<file path="config.mk">
export PLATFORM = sky130hd
export DESIGN_NAME = mmio_interconnect
export DESIGN_NICKNAME = d
export VERILOG_FILES = /design/src/rtl/mmio_pkg.sv /design/src/rtl/mmio_decode.sv /design/src/rtl/mmio_interconnect.sv
export SDC_FILE = /design/constraint.sdc
export NUM_CORES = 1
export LEC_CHECK = 0
export BUFFER_PORTS_ARGS = -buffer_cell sky130_fd_sc_hd__buf_2
export CAP_MARGIN = 20
export CORE_MARGIN = 5
export CORE_UTILIZATION = 45
export DETAILED_ROUTE_END_ITERATION = 10
export HOLD_SLACK_MARGIN = 0.03
export PLACE_DENSITY = 0.8
export SYNTH_ARGS = -nofsm -noshare
export SYNTH_HDL_FRONTEND = slang
export SYNTH_SLANG_ARGS = --single-unit
export TNS_END_PERCENT = 1
</file>
<file path="constraint.sdc">
create_clock -name i_CLK -period 3.42 [get_ports i_CLK]
set_input_delay 0.342 -clock i_CLK [delete_from_list [all_inputs] [get_ports i_CLK]]
set_output_delay 0.342 -clock i_CLK [all_outputs]
set_load 0.005 [all_outputs]
</file>
<file path="src/rtl/mmio_pkg.sv">
// ---------------------------------------------------------------------------
// mmio_pkg
// Shared definitions for the MMIO interconnect:
//   - state_t       : transaction FSM encoding
//   - STAT_*        : bit positions inside the bus status register
//   - TIMEOUT_DATA  : read data returned when a slot never answers
//   - slot_index()  : peripheral slot number for a given word address
// ---------------------------------------------------------------------------
package mmio_pkg;

    typedef enum logic [2:0] {
        ST_IDLE    = 3'd0,
        ST_ISSUE   = 3'd1,
        ST_RAMWAIT = 3'd2,
        ST_WAIT    = 3'd3,
        ST_DONE    = 3'd4
    } state_t;

    localparam int STAT_ERR_BIT     = 0;
    localparam int STAT_TIMEOUT_BIT = 1;
    localparam int STAT_SLOT_LSB    = 4;
    localparam int STAT_SLOT_MSB    = 7;

    localparam logic [15:0] TIMEOUT_DATA = 16'hDEAD;

    // Slot number of an address inside the peripheral window. Only the low
    // four bits are kept, which covers the full 1..16 slot range.
    function automatic logic [3:0] slot_index(input logic [15:0] addr,
                                              input logic [15:0] base,
                                              input int          slot_aw);
        logic [15:0] offset;
        offset = (addr - base) >> slot_aw;
        return offset[3:0];
    endfunction

endpackage

</file>
<file path="src/rtl/mmio_decode.sv">
// ---------------------------------------------------------------------------
// mmio_decode
// Combinational address decoder for the MMIO interconnect. Exactly one of
// the outputs is active for any address.
//   addr          : CPU word address
//   is_ram        : address below 2^RAM_AW
//   is_slot       : one-hot peripheral slot hit
//   is_status     : address equals STATUS_ADDR
//   is_fault_addr : fault-address register (STATUS_ADDR-1), only when the
//                   MMIO_FAULT_ADDR_EN macro is defined; otherwise tied low
//   is_unmapped   : none of the above
// ---------------------------------------------------------------------------
module mmio_decode
    import mmio_pkg::*;
#(
    parameter int          RAM_AW      = 14,
    parameter logic [15:0] PERIPH_BASE = 16'h4000,
    parameter int          N_SLOTS     = 4,
    parameter int          SLOT_AW     = 2,
    parameter logic [15:0] STATUS_ADDR = 16'h7FFF
) (
    input  logic [15:0]        addr,
    output logic               is_ram,
    output logic [N_SLOTS-1:0] is_slot,
    output logic               is_status,
    output logic               is_fault_addr,
    output logic               is_unmapped
);

    localparam int SLOT_SPAN = 1 << SLOT_AW;

    // Compare in 32 bits so the top of the last slot window may reach 2^16.
    logic [31:0]        addr_ext;
    logic [N_SLOTS-1:0] slot_hit;

    assign addr_ext = {16'd0, addr};

    generate
        for (genvar gi = 0; gi < N_SLOTS; gi++) begin : g_slot
            localparam int LO = int'(PERIPH_BASE) + gi * SLOT_SPAN;
            localparam int HI = LO + SLOT_SPAN;
            assign slot_hit[gi] = (addr_ext >= 32'(LO)) && (addr_ext < 32'(HI));
        end
    endgenerate

    assign is_ram    = addr_ext < 32'(1 << RAM_AW);
    assign is_status = !is_ram && (addr == STATUS_ADDR);

`ifdef MMIO_FAULT_ADDR_EN
    assign is_fault_addr = !is_ram && !is_status && (addr == STATUS_ADDR - 16'd1);
`else
    assign is_fault_addr = 1'b0;
`endif

    // RAM and the internal registers take precedence over a slot window that
    // has been placed on top of them.
    assign is_slot     = (is_ram || is_status || is_fault_addr) ? '0 : slot_hit;
    assign is_unmapped = !(is_ram || is_status || is_fault_addr || (|slot_hit));

endmodule

</file>
<file path="src/rtl/mmio_interconnect.sv">
// ---------------------------------------------------------------------------
// mmio_interconnect
// Memory-mapped bus fabric between the Hack CPU data port, a synchronous RAM
// and N_SLOTS peripheral slots. Every access is a registered transaction:
// IDLE -> ISSUE -> (RAMWAIT | WAIT) -> DONE, with a one-cycle o_Ack pulse.
// Slots can stretch the access with i_Slot_Ready; a slot that never answers
// is aborted after TIMEOUT_CYCLES wait cycles. Faults are recorded in a
// sticky status register at STATUS_ADDR.
//
// Optional build macro: MMIO_FAULT_ADDR_EN adds a read-only fault-address
// register at STATUS_ADDR-1 holding the address of the first fault since ERR
// was last cleared. Without it that address is unmapped.
//
// Ports:
//   i_CLK, i_RESET_n        clock, asynchronous active-low reset
//   i_Req, i_Write_EN       CPU request / direction (sampled in IDLE only)
//   i_Address, i_Data       CPU word address / write data
//   o_Data, o_Ack, o_Busy   read data (valid with o_Ack), completion, stall
//   o_RAM_Addr/Data         latched RAM address and shared write data
//   o_RAM_Write_EN          one-cycle RAM write strobe
//   i_RAM_Data              RAM read data, one cycle latency
//   o_Slot_Strobe           one-hot one-cycle slot access strobe
//   o_Slot_Write_EN         direction qualifier for o_Slot_Strobe
//   o_Slot_Addr             word offset within the slot
//   i_Slot_Data             flattened slot read data, slot k at [16k+15:16k]
//   i_Slot_Ready            per-slot completion
// ---------------------------------------------------------------------------
module mmio_interconnect
    import mmio_pkg::*;
#(
    parameter int          RAM_AW         = 14,
    parameter logic [15:0] PERIPH_BASE    = 16'h4000,
    parameter int          N_SLOTS        = 4,
    parameter int          SLOT_AW        = 2,
    parameter int          TIMEOUT_CYCLES = 255,
    parameter logic [15:0] STATUS_ADDR    = 16'h7FFF
) (
    input  logic                 i_CLK,
    input  logic                 i_RESET_n,
    input  logic                 i_Req,
    input  logic                 i_Write_EN,
    input  logic [15:0]          i_Address,
    input  logic [15:0]          i_Data,
    output logic [15:0]          o_Data,
    output logic                 o_Ack,
    output logic                 o_Busy,
    output logic [RAM_AW-1:0]    o_RAM_Addr,
    output logic [15:0]          o_RAM_Data,
    output logic                 o_RAM_Write_EN,
    input  logic [15:0]          i_RAM_Data,
    output logic [N_SLOTS-1:0]   o_Slot_Strobe,
    output logic                 o_Slot_Write_EN,
    output logic [SLOT_AW-1:0]   o_Slot_Addr,
    input  logic [16*N_SLOTS-1:0] i_Slot_Data,
    input  logic [N_SLOTS-1:0]   i_Slot_Ready
);

    localparam logic [15:0] TIMEOUT_LIMIT = 16'(TIMEOUT_CYCLES);

    // Decoder outputs for the address currently on the CPU port.
    logic               dec_ram;
    logic [N_SLOTS-1:0] dec_slot;
    logic               dec_status;
    logic               dec_fault;
    logic               dec_unmapped;

    // Captured transaction.
    state_t             state_reg;
    logic               write_reg;
    logic               tgt_ram_reg;
    logic [N_SLOTS-1:0] slot_sel_reg;
    logic               tgt_status_reg;
    logic               tgt_fault_reg;
    logic               tgt_unmapped_reg;
    logic [3:0]         slot_idx_reg;
    logic [15:0]        wait_cnt_reg;
    logic [15:0]        status_reg;

    // Selected-slot view of the slot buses.
    logic [15:0]        slot_words [N_SLOTS];
    logic [15:0]        sel_data;
    logic               ready_sel;
    logic [15:0]        fault_addr_value;

    mmio_decode #(
        .RAM_AW      (RAM_AW),
        .PERIPH_BASE (PERIPH_BASE),
        .N_SLOTS     (N_SLOTS),
        .SLOT_AW     (SLOT_AW),
        .STATUS_ADDR (STATUS_ADDR)
    ) u_decode (
        .addr          (i_Address),
        .is_ram        (dec_ram),
        .is_slot       (dec_slot),
        .is_status     (dec_status),
        .is_fault_addr (dec_fault),
        .is_unmapped   (dec_unmapped)
    );

    generate
        for (genvar gi = 0; gi < N_SLOTS; gi++) begin : g_slot_word
            assign slot_words[gi] = i_Slot_Data[16*gi +: 16];
        end
    endgenerate

    // One-hot AND-OR mux: only the captured slot's data and ready matter,
    // so ready from any other slot is ignored by construction.
    always_comb begin
        sel_data = '0;
        for (int k = 0; k < N_SLOTS; k++) begin
            if (slot_sel_reg[k]) begin
                sel_data = sel_data | slot_words[k];
            end
        end
    end

    assign ready_sel = |(i_Slot_Ready & slot_sel_reg);

`ifdef MMIO_FAULT_ADDR_EN
    logic [15:0] addr_reg;
    logic [15:0] fault_addr_reg;
    assign fault_addr_value = fault_addr_reg;
`else
    assign fault_addr_value = 16'h0000;
`endif

    always_ff @(posedge i_CLK or negedge i_RESET_n) begin
        if (!i_RESET_n) begin
            state_reg        <= ST_IDLE;
            write_reg        <= 1'b0;
            tgt_ram_reg      <= 1'b0;
            slot_sel_reg     <= '0;
            tgt_status_reg   <= 1'b0;
            tgt_fault_reg    <= 1'b0;
            tgt_unmapped_reg <= 1'b0;
            slot_idx_reg     <= '0;
            wait_cnt_reg     <= '0;
            status_reg       <= '0;
            o_Data           <= '0;
            o_Ack            <= 1'b0;
            o_Busy           <= 1'b0;
            o_RAM_Addr       <= '0;
            o_RAM_Data       <= '0;
            o_RAM_Write_EN   <= 1'b0;
            o_Slot_Strobe    <= '0;
            o_Slot_Write_EN  <= 1'b0;
            o_Slot_Addr      <= '0;
`ifdef MMIO_FAULT_ADDR_EN
            addr_reg         <= '0;
            fault_addr_reg   <= '0;
`endif
        end else begin
            // Single-cycle pulses fall back to zero unless re-asserted below.
            o_Ack           <= 1'b0;
            o_RAM_Write_EN  <= 1'b0;
            o_Slot_Strobe   <= '0;
            o_Slot_Write_EN <= 1'b0;

            case (state_reg)
                ST_IDLE: begin
                    if (i_Req) begin
                        o_Busy           <= 1'b1;
                        write_reg        <= i_Write_EN;
                        tgt_ram_reg      <= dec_ram;
                        slot_sel_reg     <= dec_slot;
                        tgt_status_reg   <= dec_status;
                        tgt_fault_reg    <= dec_fault;
                        tgt_unmapped_reg <= dec_unmapped;
                        slot_idx_reg     <= slot_index(i_Address, PERIPH_BASE, SLOT_AW);
                        o_RAM_Addr       <= i_Address[RAM_AW-1:0];
                        o_RAM_Data       <= i_Data;
                        o_Slot_Addr      <= i_Address[SLOT_AW-1:0];
                        // Strobes are registered here so they are high
                        // during the ISSUE cycle.
                        o_RAM_Write_EN   <= dec_ram && i_Write_EN;
                        o_Slot_Strobe    <= dec_slot;
                        o_Slot_Write_EN  <= (|dec_slot) && i_Write_EN;
`ifdef MMIO_FAULT_ADDR_EN
                        addr_reg         <= i_Address;
`endif
                        state_reg        <= ST_ISSUE;
                    end
                end

                ST_ISSUE: begin
                    if (tgt_ram_reg) begin
                        state_reg <= ST_RAMWAIT;
                    end else if (|slot_sel_reg) begin
                        if (ready_sel) begin
                            o_Data    <= sel_data;
                            o_Ack     <= 1'b1;
                            o_Busy    <= 1'b0;
                            state_reg <= ST_DONE;
                        end else begin
                            wait_cnt_reg <= '0;
                            state_reg    <= ST_WAIT;
                        end
                    end else begin
                        // Internal registers and unmapped holes finish
                        // without touching any external bus.
                        o_Ack     <= 1'b1;
                        o_Busy    <= 1'b0;
                        state_reg <= ST_DONE;
                        if (tgt_status_reg) begin
                            o_Data <= status_reg;
                            if (write_reg) begin
                                if (o_RAM_Data[STAT_ERR_BIT]) begin
                                    status_reg[STAT_ERR_BIT] <= 1'b0;
                                end
                                if (o_RAM_Data[STAT_TIMEOUT_BIT]) begin
                                    status_reg[STAT_TIMEOUT_BIT] <= 1'b0;
                                end
                            end
                        end else if (tgt_fault_reg) begin
                            o_Data <= fault_addr_value;
                        end else begin
                            o_Data <= '0;
                        end
                        // An unmapped fault has no slot, so the recorded
                        // slot index keeps pointing at the last slot fault.
                        if (tgt_unmapped_reg) begin
                            status_reg[STAT_ERR_BIT] <= 1'b1;
`ifdef MMIO_FAULT_ADDR_EN
                            if (!status_reg[STAT_ERR_BIT]) begin
                                fault_addr_reg <= addr_reg;
                            end
`endif
                        end
                    end
                end

                ST_RAMWAIT: begin
                    o_Data    <= i_RAM_Data;
                    o_Ack     <= 1'b1;
                    o_Busy    <= 1'b0;
                    state_reg <= ST_DONE;
                end

                ST_WAIT: begin
                    wait_cnt_reg <= wait_cnt_reg + 16'd1;
                    // Ready is tested first so it wins over a timeout that
                    // expires in the same cycle.
                    if (ready_sel) begin
                        o_Data    <= sel_data;
                        o_Ack     <= 1'b1;
                        o_Busy    <= 1'b0;
                        state_reg <= ST_DONE;
                    end else if (wait_cnt_reg + 16'd1 == TIMEOUT_LIMIT) begin
                        o_Data                               <= TIMEOUT_DATA;
                        o_Ack                                <= 1'b1;
                        o_Busy                               <= 1'b0;
                        status_reg[STAT_ERR_BIT]             <= 1'b1;
                        status_reg[STAT_TIMEOUT_BIT]         <= 1'b1;
                        status_reg[STAT_SLOT_MSB:STAT_SLOT_LSB] <= slot_idx_reg;
`ifdef MMIO_FAULT_ADDR_EN
                        if (!status_reg[STAT_ERR_BIT]) begin
                            fault_addr_reg <= addr_reg;
                        end
`endif
                        state_reg <= ST_DONE;
                    end
                end

                ST_DONE: begin
                    // i_Req is deliberately not looked at here.
                    state_reg <= ST_IDLE;
                end

                default: begin
                    state_reg <= ST_IDLE;
                end
            endcase
        end
    end

endmodule

</file>
# --- Word-level counts from Yosys, hierarchy flattened ---
# Cells that the tools add are included.
word_totals:
  register_bits: 93
op_classes:
  add_sub_neg: 2
  n_lt_le_gt_ge: 9
  n_eq_ne: 20
  n_mux: 52
  bitwise: 5
  n_reduce_logical: 27
ops:
  columns: ["operator", "n"]
  rows:
  - ["16-bit two-way mux", 13]
  - ["16-bit by 15-bit < comparator with 1-bit output (second input constant)", 5]
  - ["16-bit by 15-bit greater-or-equal comparator with 1-bit output (second input constant)", 4]
  - ["16-bit bitwise OR", 3]
  - ["16-bit case mux with 3 select lines", 1]
  - ["16-bit case mux with 2 select lines", 1]
  - ["2-bit inequality test (second input constant)", 10]
  - ["1-bit two-way mux", 18]
  - ["3-bit two-way mux", 6]
  - ["16-bit by 1-bit adder with 16-bit output (second input constant)", 1]
  - ["16-bit by 15-bit equality test with 1-bit output (second input constant)", 1]
  - ["16-bit by 8-bit equality test with 1-bit output (second input constant)", 1]
  - ["8-bit AND reduction", 2]
  - ["4-bit OR reduction", 4]
  - ["3-bit inequality test (second input constant)", 5]
  - ["2-bit two-way mux", 6]
  - ["4-bit two-way mux", 3]
  - ["3-bit case mux with 4 select lines", 1]
  - ["4-bit AND reduction", 2]
  - ["1-bit logical AND", 7]
  - ["3-bit by 2-bit equality test with 1-bit output (second input constant)", 2]
  - ["6-bit by 1-bit subtractor with 6-bit output (second input constant)", 1]
  - ["5-bit AND reduction", 1]
  - ["4-bit AND", 1]
  - ["13 further kinds", 16]

# --- Depth between registers and ports, before layout ---
logic_depth:
  word_depth: 11
  mapped_depth: 9
  mapped_depth_nobuf: 8

# --- Cells and area by module ---
# Synthesis repeated with hierarchy kept, for this count alone.
unflattened:
  cells_unflattened: 495
  hier_area_um2: 4648.2
by_module_without_submodules:
  columns: ["module", "instances", "cells_per_inst", "area_per_inst_um2"]
  rows:
  - ["mmio_interconnect", 1, 473, 4481.8]
  - ["mmio_decode", 1, 22, 166.4]

# --- Worst setup path after synthesis ---
# Ideal clock, no wire load.
synth_path:
  path_kind: "reg-to-reg"
  startpoint: "register wait_cnt_reg[0]"
  endpoint: "register o_Data[0]"
  t_arrival_ns: 2.264
  path_slack_ns: 1.031
  stages_incl_launch_ff: 10
  n_path_buf: 2
  period_less_slack_ns: 2.389
  path_cell_list: "dfrtp_1 > ha_1 > buf_2 > and3_1 > nand4_4 > a2111oi_4 > o2111ai_2 > o21bai_4 > buf_8 > mux2_4"
synth_between:
  elab_chain_cells: 4
synth_lines:
  columns: ["item", "line_no", "rtl"]
  rows:
  - ["from (decl)", "mmio_interconnect.sv:76", "logic [15:0] wait_cnt_reg;"]
  - ["from (signal assigned)", "mmio_interconnect.sv:240", "wait_cnt_reg <= wait_cnt_reg + 16'd1;"]
  - ["16-bit by 1-bit adder with 16-bit output", "mmio_interconnect.sv:248", "end else if (wait_cnt_reg + 16'd1 == TIMEOUT_LIMIT) begin"]
  - ["16-bit by 8-bit equality test with 1-bit output", "mmio_interconnect.sv:248", null]
  - ["3-bit inequality test (no source line)", null, null]
  - ["4-bit AND reduction (no source line)", null, null]
  - ["to (signal assigned)", "mmio_interconnect.sv:215", "o_Data <= fault_addr_value;"]
  - ["to (signal assigned)", "mmio_interconnect.sv:233", "o_Data <= i_RAM_Data;"]
  - ["to (signal assigned)", "mmio_interconnect.sv:244", "o_Data <= sel_data;"]
  - ["to (decl)", "mmio_interconnect.sv:44", "output logic [15:0] o_Data,"]
# No other way between the ends.
# A chain may end at the register's enable or synchronous reset.

# --- Worst setup path after layout ---
layout_path:
  startpoint: "register wait_cnt_reg[0]"
  endpoint: "register o_Data[6]"
# The elaborated chain is that of the path after synthesis.

==> out/results.tsv <==
stage	metric	value	unit
worst_setup_path	Critical Path End Type	flip-flop	
sta	crit share post-route	81.0	%
die	core area	0.0102	mm²
synthesis	main combinational cell family by area after synthesis	simple AND/OR/NAND/NOR gates	
sta	Slew @ Worst Pin	0.925	ns
synthesis	Top FF cell, synth	dfrtp_1	
sta	crit path time final	2.77	ns
drt	DR iter-0 viols	299	
worst_setup_path	worst-path maximum fanout	14	
status	status	finished, final reports clean	
cts	Clock Path Buffers	2	
synthesis	XOR/XNOR Fraction of Synth Area	1.33	%
synthesis	adder-cell area share of the yosys netlist	0.542	%
worst_setup_path	Worst path depth	7	
grt	All-Layer GR Usage	21.2	%
finish	area grow syn2layout	26.4	%
die	Die Wd	111	µm
synthesis	mux contribution to synthesized area	4.34	%
worst_setup_path	CP peak stage delay	0.46	ns
synthesis	ys async rst share	100	%
cts	Reg clk slew, reported paths	0.08	ns
drt	Via density	5.58	
synthesis	post-synthesis simple-gate area fraction	22.2	%
drt	Wirelength per Cell	16.5	µm
synthesis	Mapped Cells	508	
worst_setup_path	CP Launch Point	wait_cnt_reg[0]	
drt	top sig layer	met4	
grt	vias in the first global route	4462	
worst_setup_path	CP Cell Sequence	ha_1 -> and3_1 -> nand4_4 -> a2111oi_4 -> o2111ai_2 -> o21bai_4 -> mux2_2	
drt	Vias	4513	
finish	final core occ	57.3	%
worst_setup_path	crit-path leading delay family	compound AO/OA/AOI/OAI gates	
grt	total congestion overflow	0	
synthesis	syn avg cell area	9.09	µm²
grt	first-pass GRT wire length	21.8	mm
worst_setup_path	crit path DAT	3.01	ns
worst_setup_path	critical path capture point	o_Data[6]	
worst_setup_path	r2r setup slk	0.65	ns
synthesis	Synth area leaders	dfrtp_1 (47%), nand2_1 (10%), o21ai_0 (4.0%), a22oi_1 (3.7%), nand3_1 (2.4%)	
drt	drt drc	0	
place	post-DP HPWL	9.99	mm
drt	met3 wire length	1.11	mm
drt	drt pass-1 iters	7	
cts	H-tree depth	3	
cts	CTS tree	done	
sta	hold slack	0.104	ns
power_and_ir_drop	Pwr per Cell Area	762	mW/mm²
worst_setup_path	Crit-path slowest cell	o21bai_4	
die	die area	0.0124	mm²
synthesis	leading area contributor after synthesis	dfrtp_1	
synthesis	register area share after synthesis	47.2	%
sta	final hold vios	0	
cts	total setup buffers inserted after CTS	0	
synthesis	Synth Area in Compound Gates	20.4	%
worst_setup_path	worst path required time	3.66	ns
cts	Clk Latency, worst-skew pair	0.36	ns
power_and_ir_drop	Leak	2.96	nW
drt	post-route ant nets	0	
finish	layout cell share with drive strength beyond 1	33.3	%
worst_setup_path	reg2reg path depth	7	
grt	pin count of the biggest net entering global routing	75	
synthesis	post-synth cell types	55	
cts	cts hold-fix bufs	0	
worst_setup_path	r2r endpoint	o_Data[6]	
power_and_ir_drop	Sw Pwr	1.66	mW
finish	number of diodes	0	
power_and_ir_drop	Cell Int Power	2.79	mW
sta	clock skew	0.0135	ns
synthesis	synthesized cell area	0.00462	mm²
flow_run	max-cap violation count	0	
finish	most common cell after layout, fill and taps aside	buf_2	
sta	final slew viol count	0	
place	I/O Buffers	175	
power_and_ir_drop	sw frac	37.4	%
cts	Resized Gates After CTS	0	
finish	most frequent cells in the layout	buf_2 (174), nand2_1 (123), dfrtp_1 (87)	
sta	RSZ-0062 raised after global routing	no	
die	# rows	37	
die	IO Count	176	
cts	CTS sink cnt	87	
worst_setup_path	R2R Path Start	wait_cnt_reg[0]	
die	Die Span Y	111	µm
cts	CTS buffer count	9	
power_and_ir_drop	overall power consumption	4.45	mW
finish	post-route design area	0.00584	mm²
sta	TNS Setup	0	ns
power_and_ir_drop	Logic pwr share	39.1	%
synthesis	Yosys reg bits	87	
die	Starting Density	45.3	%
worst_hold_path	HP Class	primary input to async pin	
drt	WL met1	5.72	mm
synthesis	Post-synth EDFFs	0	
worst_setup_path	Critical Path Start Type	flip-flop	
cts	Root Driver	clkbuf_8	
power_and_ir_drop	clock share of power	21.4	%
place	Placed Area	0.00557	mm²
drt	final wirelength	13.3	mm
synthesis	yosys warns	10	
power_and_ir_drop	sequential share of power	39.5	%
worst_setup_path	CP Class	flip-flop to flip-flop	
synthesis	Synth top area share	47.2	%
finish	nets	790	
power_and_ir_drop	worst vdd ir	0.381	mV
sta	slew margin rel.	38.4	%
worst_setup_path	Worst Path Buf+Inv	0	
synthesis	Synthesized Nets	630	
drt	metal2 WL	6.29	mm
sta	final setup fails	0	
place	GPL Wtd Cong	0.889	
sta	fmax	0.361	GHz
grt	initial antenna violation count	0	
power by group through the flow:
| stage | clock network, mW | logic [mW] | registers, mW |
|---|---|---|---|
| finish | 0.952 | 1.74 | 1.75 |
| global route | 1.01 | 1.95 | 1.81 |
| CTS | 0.973 | 1.75 | 1.75 |
| detailed placement | 0 | 1.75 | 1.76 |
| global placement | 0 | 1.69 | 1.75 |
| floorplan | 0 | 1.20 | 1.67 |
cells in the mapped netlist, drive strengths merged, types with 8 or more instances:
| master | number |
|---|---|
| nand2 | 123 |
| a22o | 10 |
| clkbuf | 21 |
| o21ai | 37 |
| buf | 14 |
| nor3 | 8 |
| a21oi | 15 |
| mux2 | 14 |
| nor2 | 28 |
| nand4 | 12 |
| a22oi | 23 |
| a221oi | 10 |
| dfrtp | 87 |
| nand3 | 22 |
worst register-to-register path: stages (launching register included):
cell and delay (ns):
dfrtp_1 0.44, ha_1 0.33, and3_1 0.26, nand4_4 0.13
a2111oi_4 0.39, o2111ai_2 0.25, o21bai_4 0.46, mux2_2 0.40
logic make-up (layout without fill, tap and decap cells):
| family | Yosys count | in the layout |
|---|---|---|
| AOI/OAI and AO/OA | 131 | 131 |
| xor gates and xnor gates | 7 | 7 |
| adders and majority gates | 2 | 2 |
| buffers and inverters | 41 | 206 |
| DFF | 87 | 87 |
| muxes | 16 | 16 |
| and+or+nand+nor | 224 | 224 |
cell type report:
class,count,area (µm²)
fillers,930,4350
multi-input cells,380,2250
flip-flops and latches,87,2180
repair buffers,184,946
well taps,136,170
clock buffers,11,141
clock inverters,5,129
inverters,6,22.5
worst min-delay path by stage:
stage | from | endpoint | cells past startpoint
floorplan | i_RESET_n | o_Ack | 0
global placement | o_RAM_Data[8] | o_RAM_Data[8] | 2
detailed placement | o_RAM_Addr[12] | o_RAM_Addr[12] | 2
CTS | i_RESET_n | wait_cnt_reg[7] | 1
global route | i_Data[13] | o_RAM_Data[13] | 3
finish | i_RESET_n | wait_cnt_reg[8] | 1
per-stage QoR:
step,cells,setup slack (ns)
5_1_grt,809,0.541
3_5_place_dp,793,0.669
3_3_place_gp,793,0.761
2_1_floorplan,508,1.03
4_1_cts,809,0.629
6_report,809,0.650
layer usage:
layer,vias up,global-route usage (%)
met2,187,34.5
met1,2163,27.6
met4,0,6.65
met3,24,5.68
met5,-,0
li1,2139,-
No activity file was read; power rests on OpenSTA's default activity.
